==> config.mk <==
export PLATFORM = sky130hd
export DESIGN_NAME = mc_controller
export DESIGN_NICKNAME = d
export VERILOG_FILES = /design/src/rtl/riscv_pkg.sv /design/src/rtl/mc_controller_alu_ctrl_dec.sv /design/src/rtl/mc_controller.sv
export SDC_FILE = /design/constraint.sdc
export NUM_CORES = 1
export LEC_CHECK = 0
export ABC_AREA = 1
export BUFFER_PORTS_ARGS = -buffer_cell sky130_fd_sc_hd__buf_2
export CORE_MARGIN = 2
export CORE_UTILIZATION = 40
export CTS_BUF_LIST = sky130_fd_sc_hd__clkbuf_8
export DETAILED_ROUTE_END_ITERATION = 8
export HOLD_SLACK_MARGIN = 0.05
export PLACE_DENSITY = 0.77
export SETUP_SLACK_MARGIN = 0.3
export SLEW_MARGIN = 20
export SYNTH_ARGS = -nofsm -noshare
export SYNTH_HDL_FRONTEND = slang
export SYNTH_SLANG_ARGS = --single-unit
==> constraint.sdc <==
create_clock -name clk -period 1.71 [get_ports clk]
set_input_delay 0.0855 -clock clk [delete_from_list [all_inputs] [get_ports clk]]
set_output_delay 0.0855 -clock clk [all_outputs]
set_load 0.05 [all_outputs]
==> src/rtl/riscv_pkg.sv <==
// Shared encodings for the multicycle RV32I control path: opcodes, FSM states,
// ALU control codes and the datapath mux select codes.
package riscv_pkg;

  localparam logic [6:0] OP_LOAD   = 7'b0000011;
  localparam logic [6:0] OP_STORE  = 7'b0100011;
  localparam logic [6:0] OP_RTYPE  = 7'b0110011;
  localparam logic [6:0] OP_IALU   = 7'b0010011;
  localparam logic [6:0] OP_BRANCH = 7'b1100011;
  localparam logic [6:0] OP_JAL    = 7'b1101111;
  localparam logic [6:0] OP_JALR   = 7'b1100111;
  localparam logic [6:0] OP_LUI    = 7'b0110111;
  localparam logic [6:0] OP_AUIPC  = 7'b0010111;

  typedef logic [3:0] state_t;
  localparam state_t S_FETCH    = 4'd0;
  localparam state_t S_DECODE   = 4'd1;
  localparam state_t S_MEMADR   = 4'd2;
  localparam state_t S_MEMREAD  = 4'd3;
  localparam state_t S_MEMWB    = 4'd4;
  localparam state_t S_MEMWRITE = 4'd5;
  localparam state_t S_EXECR    = 4'd6;
  localparam state_t S_EXECI    = 4'd7;
  localparam state_t S_ALUWB    = 4'd8;
  localparam state_t S_BRANCH   = 4'd9;
  localparam state_t S_JAL      = 4'd10;
  localparam state_t S_JALR     = 4'd11;
  localparam state_t S_LUI      = 4'd12;

  localparam logic [3:0] ALU_ADD = 4'b0000;
  localparam logic [3:0] ALU_SUB = 4'b0001;
  localparam logic [3:0] ALU_AND = 4'b0010;
  localparam logic [3:0] ALU_OR  = 4'b0011;
  localparam logic [3:0] ALU_SLL = 4'b0100;
  localparam logic [3:0] ALU_SLT = 4'b0101;
  localparam logic [3:0] ALU_XOR = 4'b0110;
  localparam logic [3:0] ALU_SRL = 4'b0111;
  localparam logic [3:0] ALU_SRA = 4'b1000;

  localparam logic [1:0] RES_ALUOUT = 2'b00;
  localparam logic [1:0] RES_RDATA  = 2'b01;
  localparam logic [1:0] RES_ALU    = 2'b10;
  localparam logic [1:0] RES_IMM    = 2'b11;

  localparam logic [1:0] SRCA_PC    = 2'b00;
  localparam logic [1:0] SRCA_OLDPC = 2'b01;
  localparam logic [1:0] SRCA_RS1   = 2'b10;

  localparam logic [1:0] SRCB_RS2  = 2'b00;
  localparam logic [1:0] SRCB_IMM  = 2'b01;
  localparam logic [1:0] SRCB_FOUR = 2'b10;

  localparam logic [2:0] IMM_I = 3'b000;
  localparam logic [2:0] IMM_S = 3'b001;
  localparam logic [2:0] IMM_B = 3'b010;
  localparam logic [2:0] IMM_J = 3'b011;
  localparam logic [2:0] IMM_U = 3'b100;

  typedef enum logic [1:0] {
    ALUOP_ADD    = 2'b00,
    ALUOP_BRANCH = 2'b01,
    ALUOP_FUNCT  = 2'b10
  } aluop_e;

  function automatic logic [2:0] imm_sel(input logic [6:0] op);
    case (op)
      OP_STORE:         imm_sel = IMM_S;
      OP_BRANCH:        imm_sel = IMM_B;
      OP_JAL:           imm_sel = IMM_J;
      OP_LUI, OP_AUIPC: imm_sel = IMM_U;
      default:          imm_sel = IMM_I;
    endcase
  endfunction

endpackage

==> src/rtl/mc_controller_alu_ctrl_dec.sv <==
// ALU operation decode: maps the aluop class plus funct fields to an alu_ctrl
// code and flags funct3 values this core does not implement.
module alu_ctrl_dec
  import riscv_pkg::*;
(
  input  logic [1:0] aluop_i,
  input  logic [2:0] funct3_i,
  input  logic       funct7b5_i,
  input  logic       op5_i,
  output logic [3:0] alu_ctrl_o,
  output logic       illegal_o
);

  // Branches compare with sub (eq/ne/unsigned) or slt (signed); 010/011 are undefined.
  always_comb begin
    alu_ctrl_o = ALU_ADD;
    illegal_o  = 1'b0;
    case (aluop_i)
      ALUOP_ADD: alu_ctrl_o = ALU_ADD;
      ALUOP_BRANCH: begin
        case (funct3_i)
          3'b100, 3'b101: alu_ctrl_o = ALU_SLT;
          3'b010, 3'b011: illegal_o  = 1'b1;
          default:        alu_ctrl_o = ALU_SUB;
        endcase
      end
      ALUOP_FUNCT: begin
        case (funct3_i)
          3'b000:  alu_ctrl_o = (op5_i && funct7b5_i) ? ALU_SUB : ALU_ADD;
          3'b001:  alu_ctrl_o = ALU_SLL;
          3'b010:  alu_ctrl_o = ALU_SLT;
          3'b011:  illegal_o  = 1'b1;
          3'b100:  alu_ctrl_o = ALU_XOR;
          3'b101:  alu_ctrl_o = funct7b5_i ? ALU_SRA : ALU_SRL;
          3'b110:  alu_ctrl_o = ALU_OR;
          3'b111:  alu_ctrl_o = ALU_AND;
          default: alu_ctrl_o = ALU_ADD;
        endcase
      end
      default: alu_ctrl_o = ALU_ADD;
    endcase
  end

endmodule

==> src/rtl/mc_controller.sv <==
// Multicycle RV32I control FSM: sequences fetch/decode/execute/memory/writeback
// and drives datapath enables, mux selects and the ALU control code.
module mc_controller
  import riscv_pkg::*;
#(
  parameter logic ADDR_WAIT = 1'b1
) (
  input  logic       clk,
  input  logic       reset_n,
  input  logic [6:0] opcode,
  input  logic [2:0] funct3,
  input  logic       funct7b5,
  input  logic       zero,
  input  logic       Cout,
  input  logic       mem_ready,
  output logic       pc_write,
  output logic       ir_write,
  output logic       adr_src,
  output logic       mem_write,
  output logic       reg_write,
  output logic [1:0] result_src,
  output logic [1:0] alu_src_a,
  output logic [1:0] alu_src_b,
  output logic [2:0] imm_src,
  output logic [3:0] alu_ctrl,
  output logic       illegal_instr
);

  state_t     state_q, state_d;
  logic       active_q;
  logic       mem_rdy_s;
  logic [1:0] aluop_s;
  logic       opc_known_s;
  logic [3:0] dec_alu_ctrl_s;
  logic       dec_illegal_s;
  logic       illegal_s;
  logic       taken_s;

  assign mem_rdy_s = ADDR_WAIT ? mem_ready : 1'b1;
  assign illegal_s = !opc_known_s || dec_illegal_s;

  // The decoder class comes from the opcode alone so legality is known in DECODE.
  always_comb begin
    aluop_s     = ALUOP_ADD;
    opc_known_s = 1'b1;
    case (opcode)
      OP_RTYPE, OP_IALU: aluop_s = ALUOP_FUNCT;
      OP_BRANCH:         aluop_s = ALUOP_BRANCH;
      OP_LOAD, OP_STORE, OP_JAL, OP_JALR, OP_LUI, OP_AUIPC: aluop_s = ALUOP_ADD;
      default:           opc_known_s = 1'b0;
    endcase
  end

  alu_ctrl_dec u_alu_ctrl_dec (
    .aluop_i    (aluop_s),
    .funct3_i   (funct3),
    .funct7b5_i (funct7b5),
    .op5_i      (opcode[5]),
    .alu_ctrl_o (dec_alu_ctrl_s),
    .illegal_o  (dec_illegal_s)
  );

  // Branch decision; slt leaves zero=1 when rs1 >= rs2, Cout=1 means unsigned >=.
  always_comb begin
    case (funct3)
      3'b000:  taken_s = zero;
      3'b001:  taken_s = !zero;
      3'b100:  taken_s = !zero;
      3'b101:  taken_s = zero;
      3'b110:  taken_s = !Cout;
      3'b111:  taken_s = Cout;
      default: taken_s = 1'b0;
    endcase
  end

  // Next state and outputs; everything stays zero until the first edge after reset.
  always_comb begin
    state_d       = state_q;
    pc_write      = 1'b0;
    ir_write      = 1'b0;
    adr_src       = 1'b0;
    mem_write     = 1'b0;
    reg_write     = 1'b0;
    result_src    = RES_ALUOUT;
    alu_src_a     = SRCA_PC;
    alu_src_b     = SRCB_RS2;
    imm_src       = IMM_I;
    alu_ctrl      = ALU_ADD;
    illegal_instr = 1'b0;
    if (active_q) begin
      case (state_q)
        S_FETCH: begin
          alu_src_b  = SRCB_FOUR;
          result_src = RES_ALU;
          pc_write   = mem_rdy_s;
          ir_write   = mem_rdy_s;
          state_d    = mem_rdy_s ? S_DECODE : S_FETCH;
        end
        S_DECODE: begin
          alu_src_a = SRCA_OLDPC;
          alu_src_b = SRCB_IMM;
          imm_src   = imm_sel(opcode);
          if (illegal_s) begin
            illegal_instr = 1'b1;
            state_d       = S_FETCH;
          end else begin
            case (opcode)
              OP_LOAD, OP_STORE: state_d = S_MEMADR;
              OP_RTYPE:          state_d = S_EXECR;
              OP_IALU:           state_d = S_EXECI;
              OP_BRANCH:         state_d = S_BRANCH;
              OP_JAL:            state_d = S_JAL;
              OP_JALR:           state_d = S_JALR;
              OP_LUI:            state_d = S_LUI;
              OP_AUIPC:          state_d = S_ALUWB;
              default:           state_d = S_FETCH;
            endcase
          end
        end
        S_MEMADR: begin
          alu_src_a = SRCA_RS1;
          alu_src_b = SRCB_IMM;
          imm_src   = imm_sel(opcode);
          state_d   = (opcode == OP_STORE) ? S_MEMWRITE : S_MEMREAD;
        end
        S_MEMREAD: begin
          adr_src = 1'b1;
          state_d = mem_rdy_s ? S_MEMWB : S_MEMREAD;
        end
        S_MEMWB: begin
          result_src = RES_RDATA;
          reg_write  = 1'b1;
          state_d    = S_FETCH;
        end
        S_MEMWRITE: begin
          adr_src   = 1'b1;
          mem_write = 1'b1;
          state_d   = mem_rdy_s ? S_FETCH : S_MEMWRITE;
        end
        S_EXECR: begin
          alu_src_a = SRCA_RS1;
          alu_ctrl  = dec_alu_ctrl_s;
          state_d   = S_ALUWB;
        end
        S_EXECI: begin
          alu_src_a = SRCA_RS1;
          alu_src_b = SRCB_IMM;
          alu_ctrl  = dec_alu_ctrl_s;
          state_d   = S_ALUWB;
        end
        S_ALUWB: begin
          reg_write = 1'b1;
          state_d   = S_FETCH;
        end
        S_BRANCH: begin
          alu_src_a = SRCA_RS1;
          alu_ctrl  = dec_alu_ctrl_s;
          pc_write  = taken_s;
          state_d   = S_FETCH;
        end
        S_JALR: begin
          alu_src_a = SRCA_RS1;
          alu_src_b = SRCB_IMM;
          state_d   = S_JAL;
        end
        S_JAL: begin
          alu_src_a = SRCA_OLDPC;
          alu_src_b = SRCB_FOUR;
          pc_write  = 1'b1;
          state_d   = S_ALUWB;
        end
        S_LUI: begin
          result_src = RES_IMM;
          imm_src    = IMM_U;
          reg_write  = 1'b1;
          state_d    = S_FETCH;
        end
        default: state_d = S_FETCH;
      endcase
    end else begin
      state_d = S_FETCH;
    end
  end

  // State register; active_q delays release so outputs wake at the first edge.
  always_ff @(posedge clk or negedge reset_n) begin
    if (!reset_n) begin
      state_q  <= S_FETCH;
      active_q <= 1'b0;
    end else begin
      state_q  <= state_d;
      active_q <= 1'b1;
    end
  end

endmodule

# == After elaboration in Yosys (flattened, before gate mapping) ==
# Index checks and enable logic that the tools add are counted.
# word_totals
ff_bits,5
in_bits,16
out_inout_bits,19
word_cells,99
# classes
n_eq_ne,30
mux,43
reduce_logical,24
# ops
operator,count
$pmux 4 s7,2
$pmux 4 s8,1
$reduce_or 2->1,11
$eq 7x6->1 const B,3
$eq 7x7->1 const B,3
$eq 4x4->1 const B,5
$mux 4,5
$mux 1,17
$eq 4x3->1 const B,4
$eq 7x5->1 const B,2
$eq 3x3->1 const B,4
$mux 3,4
$pmux 2 s2,3
$pmux 3 s2,2
$pmux 3 s4,1
$reduce_or 3->1,3
$reduce_or 9->1,1
$eq 4x2->1 const B,2
$pmux 4 s2,1
$eq 7x2->1 const B,1
$eq 3x2->1 const B,2
$mux 2,3
$pmux 2 s3,1
$reduce_or 5->1,1
13 further kinds,15

# == Depth between registers and ports, before layout ==
# Gate-level depths: netlist (run 1).
# logic_depth
depth_word,9
depth_mapped,11
mapped_depth_nobuf,11

# == Cells and area by module ==
# Synthesis (run 1) repeated with hierarchy kept, for this count alone.
# unflattened
cells_unflattened,177
hier_area_um2,905.9
# modules_own_cells
module,instances,cells_each,area_per_inst_um2,seq_area_each_um2
mc_controller,1,139,726.9,125.1
alu_ctrl_dec,1,38,178.9,0.0

# == Least setup slack after synthesis (run 1) ==
# OpenSTA, ideal clock, no wires.
# synth_path
path_type,input-to-output
startpoint,input opcode[1]
endpoint,output illegal_instr
t_arrival_ns,1.865
required_time_ns,1.624
path_slack_ns,-0.240
cell_stages,9
path_buffers,0
path_cell_list,nand2_1 > inv_1 > nand2_1 > nor2_4 > inv_1 > ha_1 > nor3_1 > inv_1 > a21oi_1
# synth_via
elab_chain_cells,9
word_cells_on_any_way,21
classes_between,eq/ne: 11; mux: 6; reduce/logical: 4
# synth_lines
element,line_no,text
start: declaration,mc_controller.sv:10,"input logic [6:0] opcode,"
$eq 7x5->1 or $eq 7x6->1 (tied branches),mc_controller.sv:46,case (opcode)
$reduce_or 2->1,--,
$pmux 2 s2,mc_controller.sv:46,
$eq 2x2->1 or $eq 2x1->1 (tied branches),mc_controller_alu_ctrl_dec.sv:18,case (aluop_i)
$pmux 1 s2,mc_controller_alu_ctrl_dec.sv:18,
$logic_or 1x1->1 *,mc_controller.sv:40,assign illegal_s = !opc_known_s || dec_illegal_s;
$mux 1 *,mc_controller.sv:103,if (illegal_s) begin
$mux 1 *,mc_controller.sv:91,case (state_q)
$mux 1 *,mc_controller.sv:90,if (active_q) begin
end: declaration,mc_controller.sv:26,output logic illegal_instr
# Mark *: on every way between the ends. The rest lies on a longest branch, timed or not.

# == Worst setup path after layout (run 1) ==
# layout_path
startpoint,register state_q[3]
endpoint,output pc_write
# layout_via
elab_chain_cells,3
word_cells_on_any_way,5
classes_between,eq/ne: 2; mux: 2; reduce/logical: 1
# layout_lines
element,line_no,text
start: declaration,mc_controller.sv:29,"state_t state_q, state_d;"
start signal: assignment,mc_controller.sv:191,state_q <= state_d;
$eq 4x4->1 or $logic_not 4->1 (tied branches),mc_controller.sv:91,
$pmux 1 s3 *,mc_controller.sv:91,
$mux 1 *,mc_controller.sv:90,
end: declaration,mc_controller.sv:16,"output logic pc_write,"
# Marked as above.

==> results.sh, run 1 <==
export IMPL_status="completed"
export IMPL_hold_viol=0
export IMPL_p_per_area_nw_per_um2=356.5
export IMPL_area_delta_synth_final_pct=77.23
export IMPL_clock_latency_ns=0.22
export IMPL_rr_startpoint="state_q[3]$_DFF_PN0_"
export IMPL_fin_crit_ns=1.707
export IMPL_syn_area_per_cell_um2=5.462
export IMPL_routed_top_layer="met4"
export IMPL_nets=243
export IMPL_grt_max_degree=12
export IMPL_crit_family="simple AND/OR/NAND/NOR gates"
export IMPL_final_period_utilization_pct=99.84
export IMPL_yosysSeqAreaShare_pct=13.72
export IMPL_synth_compound_area_share_pct=17.56
export IMPL_htreeDepth=1
export IMPL_ant_nets=0
export IMPL_start_kind="register"
export IMPL_cts_tree="yes"
export IMPL_wl_per_cell_um=12.77
export IMPL_rows=17
export IMPL_skew_ns=0.002136
export IMPL_fillers=166
export IMPL_synth_commonest_cells="nand2_1, inv_1, nor2_1"
export IMPL_slowest_delay_ns=0.46
export IMPL_synth_top_family_by_area="simple AND/OR/NAND/NOR gates"
export IMPL_diodes=0
export IMPL_dieArea_um2=2678
export IMPL_synth_async_reset_ratio_pct=100.0
export IMPL_start_util_pct=41.63
export IMPL_cap_violations=0
export IMPL_synth_area_leaders="nand2_1, dfrtp_1, inv_1"
export IMPL_grtUsageTotal_pct=21.13
export IMPL_fmax_mhz=585.7
export IMPL_wl_met3_um=154
export IMPL_finalMaxSlewViolations=0
export IMPL_portBuffers=34
export IMPL_syn_area_um2=912.1
export IMPL_gp_congestion=0.8977
export IMPL_synth_xor_xnor_area_share_pct=0.9602
export IMPL_synthCells=167
export IMPL_grt_first_pass_wirelength_um=4319
export IMPL_drcViolationCount=0
export IMPL_met1_length_um=1315
export IMPL_rsz0062_at_grt="true"
export IMPL_io_pins=35
export IMPL_cp_data_arrival_time_ns=1.62
export IMPL_ys_types=26
export IMPL_final_cell_area_um2=1617
export IMPL_worstSetupPathType="reg2out"
export IMPL_firstDrtPassIters=4
export IMPL_place_ws_ns=-0.1058
export IMPL_synth_seq_cells=5
export IMPL_end_kind="output pin"
export IMPL_synth_adder_area_share_pct=2.743
export IMPL_placed_area_um2=1220
export IMPL_synth_edf_count=0
export IMPL_crit_required_ns=1.62
export IMPL_die_y_um=51.75
export IMPL_post_dp_hpwl_um=1923
export IMPL_grt_overflow=0
export IMPL_crit_fanout=3
export IMPL_synth_nets=185
export IMPL_grt_pass1_vias=1098
export IMPL_path_cells="inv_2, nor2_4, nand3_1, nand2_2, inv_2, a21oi_4, buf_6"
export IMPL_leakagePower_nw=0.8126
export IMPL_ys_flop_type="dfrtp_1"
export IMPL_synth_most_common_cell="nand2_1"
export IMPL_cts_sinks=5
export IMPL_die_w_um=51.75
export IMPL_fin_ws_ns=0.002743
export IMPL_wl_met2_um=1668
export IMPL_yosys_warnings=0
export IMPL_clkTransAtPathRegs_ns=0.04
export IMPL_cpMaxStageDelayCell="dfrtp_1"
export IMPL_path_common_cell="inv_2"
export IMPL_drt_total_wl_um=3219
export IMPL_path_buf_inv=3
export IMPL_root_buffer="clkbuf_8"
export IMPL_synthSimpleGateAreaFrac_pct=48.42
export IMPL_critPathLaunch="state_q[3]$_DFF_PN0_"
export IMPL_drive_above_1_share_pct=50.89
export IMPL_vias=1270
export IMPL_cts_buffers=3
export IMPL_vdd_drop_max_v=0.0005125
export IMPL_min_path_type="in2async"
export IMPL_coreArea_um2=2191
export IMPL_setup_viol=0
export IMPL_synth_area_leader_cell="nand2_1"
export IMPL_dr_first_iter_drc_count=18
export IMPL_yosysTopAreaCellShare_pct=18.52
export IMPL_muxShareOfSynthArea_pct=0
export IMPL_cts_max_path_buffers=2
export IMPL_antenna_found_initial=0
export IMPL_via_per_inst=5.040
-- power by group --
part	switching, W	internal [W]	total, W
clock network	0.0000582	0.000154	0.000212
registers	0.00000593	0.000122	0.000128
logic	0.000140	0.0000960	0.000236
-- through the flow --
step / total power (W) / setup TNS [ns] / util [%] / instances / hold WS [ns]
after floorplan: 0.0002419 / 0 / - / 167 / -0.2101
after global placement: 0.0002958 / -0.03714 / 55.68 / 235 / -0.09710
after detailed placement: 0.0002965 / -0.1095 / 55.68 / 235 / -0.09680
after CTS: 0.0005440 / 0 / 67.68 / 247 / 0.2091
after global routing: 0.0006126 / -0.05233 / 73.79 / 252 / 0.2284
final: 0.0005762 / 0 / 73.79 / 252 / 0.2276
-- sequential cells by signal (all words and copies together) (netlist names) --
register and cells:
state_q 4, active_q 1
-- cell type report --
| cell class | instances | area [µm²] | share of cell area, % |
|---|---|---|---|
| Clock buffer | 3 | 41.29 | 2.554 |
| Inverter | 34 | 131.4 | 8.127 |
| Multi-Input combinational cell | 125 | 800.8 | 49.54 |
| Tap cell | 28 | 35.03 | 2.167 |
| Sequential cell | 5 | 128.9 | 7.972 |
| Clock inverter | 1 | 3.754 | 0.2322 |
| Timing Repair Buffer | 56 | 475.5 | 29.41 |
-- logic make-up (layout without fill, tap and decap cells) --
family | after synthesis | after routing
adders and majority gates | 2 | 2
DFF | 5 | 5
and+or+nand+nor | 95 | 95
buffers and inverters | 37 | 94
AOI/OAI and AO/OA | 26 | 26
xor gates and xnor gates | 1 | 1
other | 1 | 1
-- per-layer routing --
layer,track usage (%),vias to the layer above
met5,0,-
met4,4.825,0
met3,4.598,8
met2,40.81,43
met1,23.14,584
li1,-,635
-- final timing paths --
kind,cells after the start,end,slack [ns]
max in group asynchronous,2,active_q$_DFF_PN0_,1.34
max,7,pc_write,0.003
min,2,state_q[0]$_DFF_PN0_,0.23
min in group clk,4,state_q[0]$_DFF_PN0_,0.33
min reg2reg,2,state_q[3]$_DFF_PN0_,0.69
max reg2reg,8,state_q[2]$_DFF_PN0_,0.26
-- cell usage in the layout (no fill, tap or decap), types with 2 or more instances in the layout --
master | Yosys | final
buf_6 | 1 | 20
a21oi_1 | 12 | 6
inv_2 | 4 | 10
nor2_4 | 3 | 9
nor3_4 | 0 | 2
dfrtp_2 | 0 | 3
o21ai_2 | 3 | 2
a31oi_1 | 2 | 2
nor3_2 | 2 | 2
o21ai_0 | 4 | 3
buf_4 | 0 | 18
inv_1 | 30 | 24
nand2_2 | 3 | 7
a21oi_2 | 1 | 5
buf_2 | 1 | 15
dfrtp_1 | 5 | 2
o211ai_1 | 3 | 3
nand3_1 | 8 | 8
buf_8 | 0 | 2
nor2_2 | 2 | 7
nor3_1 | 5 | 3
nor2_1 | 24 | 13
a21oi_4 | 0 | 2
clkbuf_8 | 0 | 3
nand2_1 | 45 | 41
-- what timing repair did --
action / 4_1_cts / 5_1_grt
pin swaps: 8 / 11
buffers inserted: 7 / 5
hold buffers: 1 / 0
endpoints found under the hold margin: 5 / 0
gates resized for setup: 50 / 29
setup endpoints to repair: 19 / 23
-- worst reg2reg max path: stages (launching register included) --
cell     delay [ns]
dfrtp_1        0.45
nor2_4         0.22
inv_2          0.08
nor2_4         0.12
buf_6          0.11
inv_1          0.05
nor2_2         0.14
nor2_2         0.08
a21oi_2        0.13
No activity file was read; power rests on OpenSTA's default activity.
==> inputs of run 2 (changes only) <==
Settings changed: CORE_MARGIN 2 to 4, CORE_UTILIZATION 40 to 50, PLACE_DENSITY 0.77 to 0.91, RECOVER_POWER set to 25.
==> run 2 against run 1 <==
The flow now stops in global routing (5_1_grt). Synthesized cell count unchanged. Synthesized area did not move.
==> results.sh, run 2 <==
export IMPL_status="stopped before the end"
export IMPL_stop_stage="global routing (5_1_grt)"
export IMPL_error_line="[ERROR DPL-0038] Utilization greater than 100%, impossible to legalize"
export IMPL_start_util_pct=52.83
export IMPL_synth_compound_area_share_pct=17.56
export IMPL_die_w_um=50.71
export IMPL_synth_top_family_by_area="simple AND/OR/NAND/NOR gates"
export IMPL_syn_area_um2=912.1
export IMPL_portBuffers=34
export IMPL_htreeDepth=1
export IMPL_rows=15
export IMPL_synth_nets=185
export IMPL_synth_commonest_cells="nand2_1, inv_1, nor2_1"
export IMPL_synth_xor_xnor_area_share_pct=0.9602
export IMPL_ys_types=26
export IMPL_io_pins=35
export IMPL_synth_area_leaders="nand2_1, dfrtp_1, inv_1"
export IMPL_place_inst=234
export IMPL_synth_seq_cells=5
export IMPL_muxShareOfSynthArea_pct=0
export IMPL_die_y_um=50.71
export IMPL_grt_max_degree=12
export IMPL_post_dp_hpwl_um=2375
export IMPL_cts_buffers=3
export IMPL_syn_area_per_cell_um2=5.462
export IMPL_synthSimpleGateAreaFrac_pct=48.42
export IMPL_yosys_warnings=0
export IMPL_worstEpCategory="top-level output"
export IMPL_synthCells=167
export IMPL_ys_flop_type="dfrtp_1"
export IMPL_root_buffer="clkbuf_8"
export IMPL_cts_sinks=5
export IMPL_synth_edf_count=0
export IMPL_synth_most_common_cell="nand2_1"
export IMPL_yosysTopAreaCellShare_pct=18.52
export IMPL_worstEndpointGrtRepair="alu_ctrl[3]"
export IMPL_gp_congestion=0.8764
export IMPL_synth_async_reset_ratio_pct=100.0
export IMPL_synth_adder_area_share_pct=2.743
export IMPL_yosysSeqAreaShare_pct=13.72
export IMPL_cts_max_path_buffers=2
export IMPL_synth_area_leader_cell="nand2_1"
==> run 2: timing repair <==
| item | CTS |
|---|---|
| pin swaps | 10 |
| hold buffers | 1 |
| endpoints found under the hold margin | 5 |
| endpoints found under the setup margin | 19 |
| buffers inserted | 10 |
| resized for setup | 54 |
==> run 2: through the flow <==
step | instance area [µm²] | hold slack (ns) | utilization [%] | setup slack, ns | TNS, ns
global placement | 1231 | -0.1023 | 71.30 | -0.005384 | -0.005384
CTS | 1534 | 0.2143 | 88.84 | 0.06267 | 0
detailed placement | 1231 | -0.09624 | 71.30 | -0.1001 | -0.1633
floorplan | 967.2 | -0.2101 | - | 0.1189 | 0
==> run 2: kinds of logic after synthesis <==
kind of cell / after synthesis
compound gates: 26
xor+xnor: 1
fa+ha+maj: 2
buf+inv: 37
flops: 5
other cells: 1
simple gates: 95
==> inputs of run 3 (changes only) <==
Settings changed: CORE_AREA set to 4 4 65 67, CORE_MARGIN 4 to unset, CORE_UTILIZATION 50 to unset, CTS_BUF_LIST sky130_fd_sc_hd__clkbuf_8 to unset, DIE_AREA set to 0 0 69 71, HOLD_SLACK_MARGIN 0.05 to unset, PLACE_DENSITY 0.91 to unset, PLACE_DENSITY_LB_ADDON set to 0.15, SETUP_SLACK_MARGIN 0.3 to unset.
==> run 3 against run 2 <==
The flow now finishes without violations.
==> results.sh, run 3 (synthesis results as in run 1) <==
export IMPL_status="completed"
export IMPL_rr_startpoint="state_q[2]$_DFF_PN0_"
export IMPL_diodes=0
export IMPL_nets=240
export IMPL_place_ws_ns=-0.04434
export IMPL_portBuffers=34
export IMPL_cts_max_path_buffers=2
export IMPL_p_per_area_nw_per_um2=374.7
export IMPL_clock_latency_ns=0.22
export IMPL_grt_first_pass_wirelength_um=4340
export IMPL_root_buffer="clkbuf_8"
export IMPL_cts_buffers=3
export IMPL_wl_per_cell_um=9.855
export IMPL_start_util_pct=25.10
export IMPL_cap_violations=0
export IMPL_top_register="state_q"
export IMPL_final_period_utilization_pct=95.80
export IMPL_drt_total_wl_um=2651
export IMPL_via_per_inst=4.260
export IMPL_placed_area_um2=1230
export IMPL_htreeDepth=1
export IMPL_fmax_mhz=610.5
export IMPL_gp_congestion=0.7859
export IMPL_crit_fanout=4
export IMPL_rows=22
export IMPL_grt_overflow=0
export IMPL_slowest_delay_ns=0.41
export IMPL_drive_above_1_share_pct=39.82
export IMPL_grt_pass1_vias=1034
export IMPL_finalMaxSlewViolations=0
export IMPL_cts_tree="yes"
export IMPL_dr_first_iter_drc_count=45
export IMPL_reg2regPathDepth=6
export IMPL_post_dp_hpwl_um=2311
export IMPL_rsz0062_at_grt="true"
export IMPL_fin_crit_ns=1.638
export IMPL_die_w_um=69
export IMPL_cpMaxStageDelayCell="dfrtp_1"
export IMPL_hold_viol=0
export IMPL_grtUsageTotal_pct=10.29
export IMPL_area_delta_synth_final_pct=54.87
export IMPL_start_kind="register"
export IMPL_firstDrtPassIters=4
export IMPL_grt_max_degree=12
export IMPL_top_regs="state_q (4), active_q (1)"
export IMPL_io_pins=35
export IMPL_critPathLaunch="state_q[3]$_DFF_PN0_"
export IMPL_path_cells="inv_2, nor2_4, nand2_2, o21ai_4, nand3_2, nor3b_2, buf_6"
export IMPL_dieArea_um2=4899
export IMPL_final_cell_area_um2=1413
export IMPL_final_common_cell="nand2_1"
export IMPL_fin_ws_ns=0.07189
export IMPL_crit_required_ns=1.62
export IMPL_clkTransAtPathRegs_ns=0.03
export IMPL_ant_nets=0
export IMPL_skew_ns=0.0008266
export IMPL_vias=1146
export IMPL_largest_reg_flops=4
export IMPL_drcViolationCount=0
export IMPL_fillers=412
export IMPL_coreArea_um2=3633
export IMPL_end_kind="output pin"
export IMPL_power_w=0.0005293
export IMPL_leakagePower_nw=0.7543
export IMPL_vdd_drop_max_v=0.0001926
export IMPL_worstSetupPathType="reg2out"
export IMPL_cts_sinks=5
export IMPL_mostFrequentLayoutCells="nand2_1, inv_1, buf_2"
export IMPL_die_y_um=71
export IMPL_setup_viol=0
export IMPL_antenna_found_initial=0
export IMPL_cp_data_arrival_time_ns=1.55
export IMPL_min_path_type="in2async"
## run 3: routing by layer
metal,part of all wire [%],GRT usage [%],routed length [µm]
met1,47,13.26,1251
met2,49,18.33,1296
met3,3.1,0.9943,81
met4,0.83,2.603,22
met5,0,0,0
## run 3: layout make-up
type | instances | area [µm²] | share of cell area [%]
clock buffers | 4 | 45.04 | 3.189
inverters | 34 | 127.6 | 9.035
multi-input cells | 125 | 690.7 | 48.89
repair buffers | 53 | 361.6 | 25.60
flip-flops and latches | 5 | 127.6 | 9.035
well taps | 48 | 60.06 | 4.252
## run 3: worst paths after layout
check                                  endpoint  slack [ns]
max                                 alu_ctrl[3]        0.07
max in group asynchronous  state_q[2]$_DFF_PN0_        1.25
min in group clk           state_q[0]$_DFF_PN0_        0.30
min                        state_q[0]$_DFF_PN0_        0.24
min reg2reg                state_q[3]$_DFF_PN0_        0.69
max reg2reg                state_q[2]$_DFF_PN0_        0.32
## run 3: worst max-delay path: cells and delay by family, from the launching register on
| family | cells | cell delay, ns |
|---|---|---|
| simple gates | 4 | 0.59 |
| flops | 1 | 0.41 |
| buf+inv | 2 | 0.26 |
| compound gates | 1 | 0.08 |
## run 3: repair_timing
action,CTS,global route
pin swaps,0,5
endpoints found under the setup margin,4,10
hold buffers,1,0
hold endpoints to repair,5,0
buffers inserted,0,5
gates resized for setup,4,29
## run 3: through the flow
| stage | hold WS [ns] | util, % | cells | TNS, ns |
|---|---|---|---|---|
| finish | 0.2432 | 38.88 | 269 | 0 |
| global route | 0.2793 | 38.88 | 269 | -0.1101 |
| CTS | 0.2060 | 35.64 | 264 | 0 |
| detailed placement | -0.09786 | 33.85 | 259 | -0.04434 |
| global placement | -0.09451 | 33.85 | 259 | 0 |
| floorplan | -0.2101 | - | 167 | -0.2099 |
## run 3: where the power goes
group | switching (W) | leakage (nW) | internal [W]
registers | 0.00000455 | 0.0633 | 0.000122
logic | 0.000119 | 0.668 | 0.0000681
clock network | 0.0000553 | 0.0228 | 0.000160
total | 0.000179 | 0.754 | 0.000350
==> inputs of run 4 (changes only) <==
Settings changed: ABC_AREA 1 to unset.
==> run 4 against run 3 <==
Die area unchanged. Synthesized cell count is 16% lower. Sequential power about the same. Routed wire length is 19% higher. Clock skew about the same. Critical path type unchanged. Global-route usage is 2.5 points higher. Combinational power rose by 26%. Non-clock buffer count rose by 6. Register-to-register slack lost 0.09 ns. Largest power group is now combinational cells. Final cell count decreased by 10%. Sequential share of layout area shrank 1.5 points. First-iteration DRC count up 38%.
==> results.sh, run 4 <==
export IMPL_status="completed"
export IMPL_finalMaxSlewViolations=0
export IMPL_firstDrtPassIters=4
export IMPL_antenna_found_initial=0
export IMPL_coreArea_um2=3633
export IMPL_cp_data_arrival_time_ns=1.60
export IMPL_final_cell_area_um2=1712
export IMPL_yosys_warnings=0
export IMPL_cts_max_path_buffers=2
export IMPL_post_dp_hpwl_um=2505
export IMPL_setup_viol=0
export IMPL_synthCells=140
export IMPL_start_util_pct=28.27
export IMPL_rsz0062_at_grt="true"
export IMPL_start_kind="register"
export IMPL_syn_area_um2=1027
export IMPL_wl_per_cell_um=13.06
export IMPL_path_depth=5
export IMPL_fmax_mhz=594.2
export IMPL_yosysTopAreaCellShare_pct=12.18
export IMPL_final_period_utilization_pct=98.41
export IMPL_path_buf_inv=2
export IMPL_crit_fanout=13
export IMPL_power_w=0.0005793
export IMPL_top_register="state_q"
export IMPL_placed_area_um2=1426
export IMPL_drt_total_wl_um=3148
export IMPL_htreeDepth=1
export IMPL_dr_first_iter_drc_count=62
export IMPL_worstSetupPathType="reg2out"
export IMPL_final_setup_tns_ns=0
export IMPL_ant_nets=0
export IMPL_vdd_drop_max_v=0.0001936
export IMPL_die_w_um=69
export IMPL_synth_edf_count=0
export IMPL_vias=1206
export IMPL_crit_required_ns=1.62
export IMPL_ys_flop_type="dfrtp_1"
export IMPL_syn_area_per_cell_um2=7.337
export IMPL_hold_viol=0
export IMPL_cpMaxStageDelayCell="dfrtp_1"
export IMPL_crit_family="buffers and inverters"
export IMPL_leakagePower_nw=0.7472
export IMPL_synth_area_leaders="dfrtp_1, a21oi_1, nand3b_1"
export IMPL_cts_sinks=5
export IMPL_root_buffer="clkbuf_8"
export IMPL_via_per_inst=5.004
export IMPL_drive_above_1_share_pct=51.30
export IMPL_clock_latency_ns=0.22
export IMPL_diodes=0
export IMPL_clkTransAtPathRegs_ns=0.03
export IMPL_die_y_um=71
export IMPL_grt_max_degree=16
export IMPL_area_delta_synth_final_pct=66.63
export IMPL_final_common_cell="buf_4"
export IMPL_path_cells="buf_4, nand2_1, a211oi_1, o21a_1, clkbuf_4"
export IMPL_slowest_delay_ns=0.43
export IMPL_io_pins=35
export IMPL_grt_first_pass_wirelength_um=5347
export IMPL_largest_reg_flops=4
export IMPL_gp_congestion=0.7995
export IMPL_portBuffers=34
export IMPL_nets=212
export IMPL_synth_nets=158
export IMPL_grtUsageTotal_pct=12.74
export IMPL_synth_seq_cells=5
export IMPL_top_regs="state_q (4), active_q (1)"
export IMPL_grt_pass1_vias=1158
export IMPL_cts_tree="yes"
export IMPL_ys_types=50
export IMPL_grt_overflow=0
export IMPL_min_path_type="in2async"
export IMPL_skew_ns=0.001008
export IMPL_cap_violations=0
export IMPL_end_kind="output pin"
export IMPL_drcViolationCount=0
export IMPL_rows=22
export IMPL_cts_buffers=3
export IMPL_mostFrequentLayoutCells="buf_4, buf_2, nand2_1, buf_6, nor2_1"
export IMPL_synth_commonest_cells="a21oi_1, nand2_1, nor2_1"
export IMPL_dieArea_um2=4899
export IMPL_yosysSeqAreaShare_pct=12.18
export IMPL_synth_area_leader_cell="dfrtp_1"
export IMPL_synth_async_reset_ratio_pct=100.0
export IMPL_fin_crit_ns=1.683
export IMPL_reg2regPathDepth=5
export IMPL_p_per_area_nw_per_um2=338.4
-- run 4: changes by cell type after synthesis, moves of 4 or more --
cell and change:
nand3b_1 +7, nor2_1 -14, nor2b_1 +4, inv_1 -26
inv_2 -4, nand2b_1 +6, nor3_1 +4, nand2_1 -33
-- run 4: final timing paths --
check                      slack (ns)            startpoint                    to
max reg2reg                      0.23  state_q[1]$_DFF_PN0_  state_q[1]$_DFF_PN0_
min reg2reg                      0.75    active_q$_DFF_PN0_  state_q[0]$_DFF_PN0_
min                              0.24               reset_n    active_q$_DFF_PN0_
min in group clk                 0.30             opcode[3]  state_q[0]$_DFF_PN0_
max                              0.03  state_q[1]$_DFF_PN0_          alu_src_b[0]
max in group asynchronous        1.24               reset_n  state_q[2]$_DFF_PN0_
-- run 4: per-layer routing --
layer,vias to the layer above,track usage (%),part of all wire (%)
met4,0,3.688,1.2
li1,601,-,-
met5,-,0,0
met2,41,21.19,50
met1,560,17.01,45
met3,4,1.989,4.6
-- run 4: final cells by class --
cell class | count | area (µm²)
Clock buffer | 4 | 45.04
Sequential cell | 5 | 128.9
Inverter | 4 | 15.01
Timing Repair Buffer | 59 | 441.7
Fill cell | 373 | 1922
Tap cell | 48 | 60.06
Multi-Input combinational cell | 121 | 1021
-- run 4: power breakdown --
group / leakage (nW) / switching (W) / internal, W
registers: 0.0618 / 0.00000727 / 0.000122
logic: 0.663 / 0.000138 / 0.0000988
clock network: 0.0228 / 0.0000534 / 0.000160
-- run 4: cells by family (layout without fill, tap and decap cells) --
logic type                 Yosys count  in the layout  synth area share (%)
AOI/OAI and AO/OA                   36             36                 23.39
xor gates and xnor gates             5              5                 4.263
adders and majority gates            2              2                 2.436
buffers and inverters               14             67                 9.256
DFF                                  5              5                 12.18
muxes                                2              2                 1.949
other                                1              1                0.3651
and+or+nand+nor                     75             75                 46.16
-- run 4: timing repair --
item / CTS / global route
buffers inserted: 2 / 6
endpoints found under the setup margin: 9 / 15
hold buffers: 1 / 0
endpoints found under the hold margin: 5 / 0
resized for setup: 16 / 27
pin swaps: 2 / 11
-- run 4: per-stage QoR --
stage | std cells | utilization (%) | hold WS [ns] | worst slack (ns)
4_1_cts | 235 | 42.56 | 0.2111 | -0.02030
3_3_place_gp | 228 | 39.26 | -0.09941 | -0.1422
3_5_place_dp | 228 | 39.26 | -0.09684 | -0.2047
2_1_floorplan | 140 | - | -0.2101 | -0.1122
5_1_grt | 241 | 47.11 | 0.2871 | -0.06472
6_report | 241 | 47.11 | 0.2438 | 0.02715
